`config.mk`:
```
export PLATFORM = sky130hd
export DESIGN_NAME = adam_jtag_mst
export DESIGN_NICKNAME = d
export VERILOG_FILES = /design/src/rtl/adam_jtag_mst.sv
export SDC_FILE = /design/constraint.sdc
export NUM_CORES = 1
export LEC_CHECK = 0
export CAP_MARGIN = 10
export CORE_ASPECT_RATIO = 0.7
export CORE_MARGIN = 2
export CORE_UTILIZATION = 45
export DETAILED_ROUTE_END_ITERATION = 8
export PLACE_DENSITY = 0.8
export REMOVE_ABC_BUFFERS = 1
export SLEW_MARGIN = 20
export SYNTH_ARGS = -nofsm -noshare
export SYNTH_HDL_FRONTEND = slang
export SYNTH_SLANG_ARGS = --single-unit
```
`constraint.sdc`:
```
create_clock -name clk_i -period 3.55 [get_ports clk_i]
set_input_delay 0.71 -clock clk_i [delete_from_list [all_inputs] [get_ports clk_i]]
set_output_delay 0.71 -clock clk_i [all_outputs]
set_load 0.01 [all_outputs]
```
`src/rtl/adam_jtag_mst.sv`:
```
// JTAG initiator: valid/ready commands become TCK/TMS/TDI sequences, captured TDO returns as a response.
// Optional macro ADAM_JTAG_MST_TDO_SYNC_EN adds a two-flop synchronizer on jtag_tdo_i (needs HALF_PERIOD >= 3).
module adam_jtag_mst #(
  parameter int unsigned HALF_PERIOD = 4,
  parameter int unsigned MAX_LEN     = 32
) (
  input  logic                     clk_i,
  input  logic                     rst_ni,
  input  logic [MAX_LEN-1:0]       cmd_tms_i,
  input  logic [MAX_LEN-1:0]       cmd_tdi_i,
  input  logic [$clog2(MAX_LEN):0] cmd_len_i,
  input  logic                     cmd_valid_i,
  output logic                     cmd_ready_o,
  output logic [MAX_LEN-1:0]       rsp_tdo_o,
  output logic                     rsp_valid_o,
  input  logic                     rsp_ready_i,
  output logic                     jtag_tck_o,
  output logic                     jtag_tms_o,
  output logic                     jtag_tdi_o,
  input  logic                     jtag_tdo_i
);

  localparam int unsigned LW = $clog2(MAX_LEN) + 1;
  localparam int unsigned IW = $clog2(MAX_LEN);
  localparam int unsigned PW = $clog2(HALF_PERIOD);
  localparam logic [PW-1:0] PH_LAST = PW'(HALF_PERIOD - 1);
  localparam logic [LW-1:0] LEN_MAX = LW'(MAX_LEN);

  typedef enum logic [1:0] {IDLE, LOW, HIGH, RESP} state_e;

  state_e             state_q, state_d;
  logic [PW-1:0]      phase_q, phase_d;
  logic [LW-1:0]      idx_q, idx_d, len_q, len_d;
  logic [LW-1:0]      len_clamp, idx_nxt;
  logic [MAX_LEN-1:0] tms_sr_q, tms_sr_d, tdi_sr_q, tdi_sr_d, tdo_q, tdo_d;
  logic               tck_q, tck_d, tms_q, tms_d, tdi_q, tdi_d;
  logic               ready_q, ready_d, valid_q, valid_d;
  logic               tdo_s;

`ifdef ADAM_JTAG_MST_TDO_SYNC_EN
  logic [1:0] tdo_sync_q;

  always_ff @(posedge clk_i or negedge rst_ni) begin
    if (!rst_ni) tdo_sync_q <= 2'b00;
    else         tdo_sync_q <= {tdo_sync_q[0], jtag_tdo_i};
  end

  assign tdo_s = tdo_sync_q[1];

  if (HALF_PERIOD < 3) begin : g_hp_check
    $error("adam_jtag_mst: HALF_PERIOD must be >= 3 with the TDO synchronizer");
  end
`else
  assign tdo_s = jtag_tdo_i;

  if (HALF_PERIOD < 2) begin : g_hp_check
    $error("adam_jtag_mst: HALF_PERIOD must be >= 2");
  end
`endif

  assign len_clamp = (cmd_len_i > LEN_MAX) ? LEN_MAX : cmd_len_i;
  assign idx_nxt   = idx_q + 1'b1;

  always_comb begin
    state_d  = state_q;
    phase_d  = phase_q;
    idx_d    = idx_q;
    len_d    = len_q;
    tms_sr_d = tms_sr_q;
    tdi_sr_d = tdi_sr_q;
    tdo_d    = tdo_q;
    tck_d    = tck_q;
    tms_d    = tms_q;
    tdi_d    = tdi_q;
    ready_d  = ready_q;
    valid_d  = valid_q;
    case (state_q)
      IDLE: begin
        ready_d = 1'b1;
        if (cmd_valid_i && ready_q) begin
          ready_d  = 1'b0;
          tms_sr_d = cmd_tms_i;
          tdi_sr_d = cmd_tdi_i;
          len_d    = len_clamp;
          tdo_d    = '0;
          idx_d    = '0;
          phase_d  = '0;
          // len=0 skips straight to the response and leaves TMS/TDI untouched
          if (len_clamp == '0) begin
            state_d = RESP;
            valid_d = 1'b1;
          end else begin
            state_d = LOW;
            tms_d   = cmd_tms_i[0];
            tdi_d   = cmd_tdi_i[0];
          end
        end
      end
      LOW: begin
        phase_d = phase_q + 1'b1;
        if (phase_q == PH_LAST) begin
          phase_d = '0;
          state_d = HIGH;
          tck_d   = 1'b1;
        end
      end
      HIGH: begin
        phase_d = phase_q + 1'b1;
        if (phase_q == PH_LAST) begin
          // sample on the edge that drops TCK, before the target moves TDO
          phase_d = '0;
          tck_d   = 1'b0;
          tdo_d[idx_q[IW-1:0]] = tdo_s;
          if (idx_nxt < len_q) begin
            state_d = LOW;
            idx_d   = idx_nxt;
            tms_d   = tms_sr_q[idx_nxt[IW-1:0]];
            tdi_d   = tdi_sr_q[idx_nxt[IW-1:0]];
          end else begin
            state_d = RESP;
            valid_d = 1'b1;
          end
        end
      end
      RESP: begin
        if (rsp_ready_i) begin
          state_d = IDLE;
          valid_d = 1'b0;
          ready_d = 1'b1;
        end
      end
      default: state_d = IDLE;
    endcase
  end

  always_ff @(posedge clk_i or negedge rst_ni) begin
    if (!rst_ni) begin
      state_q  <= IDLE;
      phase_q  <= '0;
      idx_q    <= '0;
      len_q    <= '0;
      tms_sr_q <= '0;
      tdi_sr_q <= '0;
      tdo_q    <= '0;
      tck_q    <= 1'b0;
      tms_q    <= 1'b1;
      tdi_q    <= 1'b0;
      ready_q  <= 1'b0;
      valid_q  <= 1'b0;
    end else begin
      state_q  <= state_d;
      phase_q  <= phase_d;
      idx_q    <= idx_d;
      len_q    <= len_d;
      tms_sr_q <= tms_sr_d;
      tdi_sr_q <= tdi_sr_d;
      tdo_q    <= tdo_d;
      tck_q    <= tck_d;
      tms_q    <= tms_d;
      tdi_q    <= tdi_d;
      ready_q  <= ready_d;
      valid_q  <= valid_d;
    end
  end

  assign cmd_ready_o = ready_q;
  assign rsp_valid_o = valid_q;
  assign rsp_tdo_o   = tdo_q;
  assign jtag_tck_o  = tck_q;
  assign jtag_tms_o  = tms_q;
  assign jtag_tdi_o  = tdi_q;

endmodule

```
==> results.ini <==
[status]
status = complete, no violations

[placed_design]
io_buffers = 111
pre_cts_slack_ns = 0.436
gp_congestion = 0.879
dp_hpwl_mm = 9.75
dpl.cell_count = 750

[yosys]
synthAdderAreaFrac_pct = 3.05
synth_area_per_cell_um2 = 11.6
ys_seq_elements = 117
synth_top_area_cell = dfrtp_1
synth-compound-area-share_pct = 12.6
synthMuxAreaShare_pct = 20.9
synth-main-ff-cell = dfrtp_1
netlist.area_leader.share_pct = 50.5
synthTopCellsByArea = dfrtp_1, mux2_2, o21ai_0
synth_top_family_by_area = multiplexers
yosys.area_share.simple_pct = 7.97
syn_area_um2 = 5750
synth_edf_count = 0
yosysSeqAreaShare_pct = 51.0
yosysWarnings = 0
synth_xor_area_share_pct = 1.20
ys_async_sr_fraction_pct = 100
syn_inst = 497
synth_cell_types = 52

[worst_setup_path]
arrival_ns = 3.46
path_cells = nand3_1, xor2_4, inv_2, ha_1, o21a_1, o21ai_0, a211oi_1, or2_1, a41o_1, mux2_2
cp_slowest_cell = dfrtp_1
cp-start-kind = register
cp_max_fo = 14
cp.required_ns = 3.84
cpPeakStageDelay_ns = 0.60
crit_type = reg2reg
end_kind = register

[global_route]
antenna_found_initial = 0
track_usage_pct = 21.5
grt_max_degree = 73
grt_pass1_vias = 4554
grt-ovfl-total = 0
grt_pass1_wl_mm = 23.3

[finish]
instances_no_fill = 782
final_nets = 696
syn_to_final_growth_pct = 32.8
drive_gt1_share_pct = 21.5
multi_input_area_um2 = 2640
antennaDiodeCount = 0
n_fill_cell = 953
postLayoutCoreUtil_pct = 61.4
seq_area_um2 = 2930

[timing]
clock.fmax_ghz = 0.315
hold_viol = 0
rsz0062_at_grt = no
setup_ws_ns = 0.377
slew_headroom_pct = 34.7
fin_crit_sh_pct = 89.4
fin_hold_ws_ns = 0.314
setup_viol = 0
finClkSkew_ns = 0.00601
final_max_slew_viol_count = 0
min_period_ns = 3.17
worst_pin_slew_ns = 0.980

[floorplan]
io_pins = 112
die_h_um = 98.5
die_area_um2 = 13700
start_util_pct = 46.3
die_x_um = 139
core_um2 = 12400
rows = 34

[clock_tree]
ctsResizeCount = 0
numCtsBuffers = 17
clkSinkCount = 117
ctsHoldBuffers = 0
cts_setup_buffers = 0
cts-root-buf = clkbuf_16
clk_latency_ns = 0.41
tritoncts = built
htreeDepth = 4
clock_path_buffers = 2
path_clk_slew_ns = 0.05

[routing]
drc = 0
drt_pass1_iterations = 6
viasPerCell = 5.65
drtIter0Drc = 268
dr_total_vias = 4421
wl_mm = 14.0
wl_per_cell_um = 18.0
antenna_left = 0

[power_and_ir_drop]
power.density_nw_per_um2 = 804
p_leak_nw = 3.19
peakVddDrop_v = 0.000450

[flow_run]
drv_cap = 0

[worst_hold_path]
min_path_type = in2async

## through the flow
| stage | total power [mW] | TNS (ns) | area [um2] |
|---|---|---|---|
| 2_1_floorplan | 3.66 | -0.170 | 5610 |
| 3_3_place_gp | 4.26 | 0 | 7030 |
| 3_5_place_dp | 4.39 | 0 | 7030 |
| 4_1_cts | 6.16 | 0 | 7630 |
| 5_1_grt | 6.48 | 0 | 7630 |
| 6_report | 6.14 | 0 | 7630 |
## report_power, final
| group | leakage (nW) | total [mW] | internal, mW | switching [mW] |
|---|---|---|---|---|
| registers | 1.47 | 2.11 | 1.83 | 0.280 |
| logic | 1.44 | 2.29 | 1.18 | 1.11 |
| clock network | 0.281 | 1.73 | 1.12 | 0.616 |
## final timing paths
kind / cells past startpoint / endpoint / slack [ns] / startpoint
worst max register to register: 10 / jtag_tdi_o / 0.38 / idx_q[3]
worst min register to register: 2 / len_q[0] / 0.48 / len_q[0]
min in group clk_i: 2 / len_q[0] / 0.48 / len_q[0]
max in group asynchronous: 2 / len_q[1] / 2.44 / rst_ni
worst min-delay path: 1 / tms_sr_q[25] / 0.31 / rst_ni
worst max-delay path: 10 / jtag_tdi_o / 0.38 / idx_q[3]
## synthesized netlist by cell type, drive strengths merged, types with 2 or more instances
library cell  count
nand2b           12
clkbuf           20
xnor2             2
a21oi            32
o21ai            74
ha               14
inv              12
a31oi             4
mux4             15
o31ai             4
nor2             20
nand2            31
buf              12
nor4              3
or3               2
xor2              2
nor3              2
and2              3
nor2b             5
mux2             67
nand3            12
a22o              2
o221ai            2
a211oi            2
mux2i            10
or2               3
dfrtp           116
## cell usage in the layout, fill, tap and decap left out, types with 5 or more instances in the layout
master / count
dfrtp_1: 116
nand3_1: 11
clkinvlp_4: 5
clkbuf_16: 17
nand2_1: 31
mux2_2: 67
buf_4: 12
inv_1: 11
mux4_2: 13
nand2b_1: 12
o21ai_1: 11
mux2i_1: 10
a21oi_1: 32
clkdlybuf4s50_1: 110
nor2_1: 20
o21ai_0: 63
ha_1: 14
## sequential cells by signal (all words and copies together) (netlist names)
name         count
rsp_valid_o      1
rsp_tdo_o       32
cmd_ready_o      1
jtag_tms_o       1
tdi_sr_q        32
phase_q          2
tms_sr_q        32
state_q          2
jtag_tck_o       1
jtag_tdi_o       1
idx_q            6
len_q            6
## layer usage
metal  vias up  share of wire (%)  GRT usage [%]
met5         -                  0              0
met4         0               0.99           7.61
met2       193                 48           35.3
li1       2013                  -              -
met1      2201                 43           28.3
met3        14                7.7           5.34
## cell families after synthesis
| group | Yosys count |
|---|---|
| buf+inv | 45 |
| compound gates | 130 |
| mux | 92 |
| flops | 117 |
| xor+xnor | 4 |
| simple gates | 95 |
| fa+ha+maj | 14 |
## critical path: cells and delay by family (launching register included)
| family | cells | cell delay (ns) |
|---|---|---|
| AO/OA/AOI/OAI | 4 | 0.73 |
| multiplexers | 1 | 0.34 |
| flip-flops | 1 | 0.60 |
| AND/OR/NAND/NOR | 2 | 0.68 |
| buffers and inverters | 1 | 0.11 |
| adder cells (fa/ha/maj) | 1 | 0.31 |
| XOR/XNOR | 1 | 0.30 |
## area by class of cell
class / count / area share [%]
Sequential cell: 117 / 38.4
Multi-Input combinational cell: 335 / 34.6
Timing Repair Buffer: 123 / 15.9
Clock buffer: 19 / 5.80
Tap cell: 162 / 2.66
Clock inverter: 13 / 2.05
Inverter: 13 / 0.639
No activity file was read; power rests on OpenSTA's default activity.
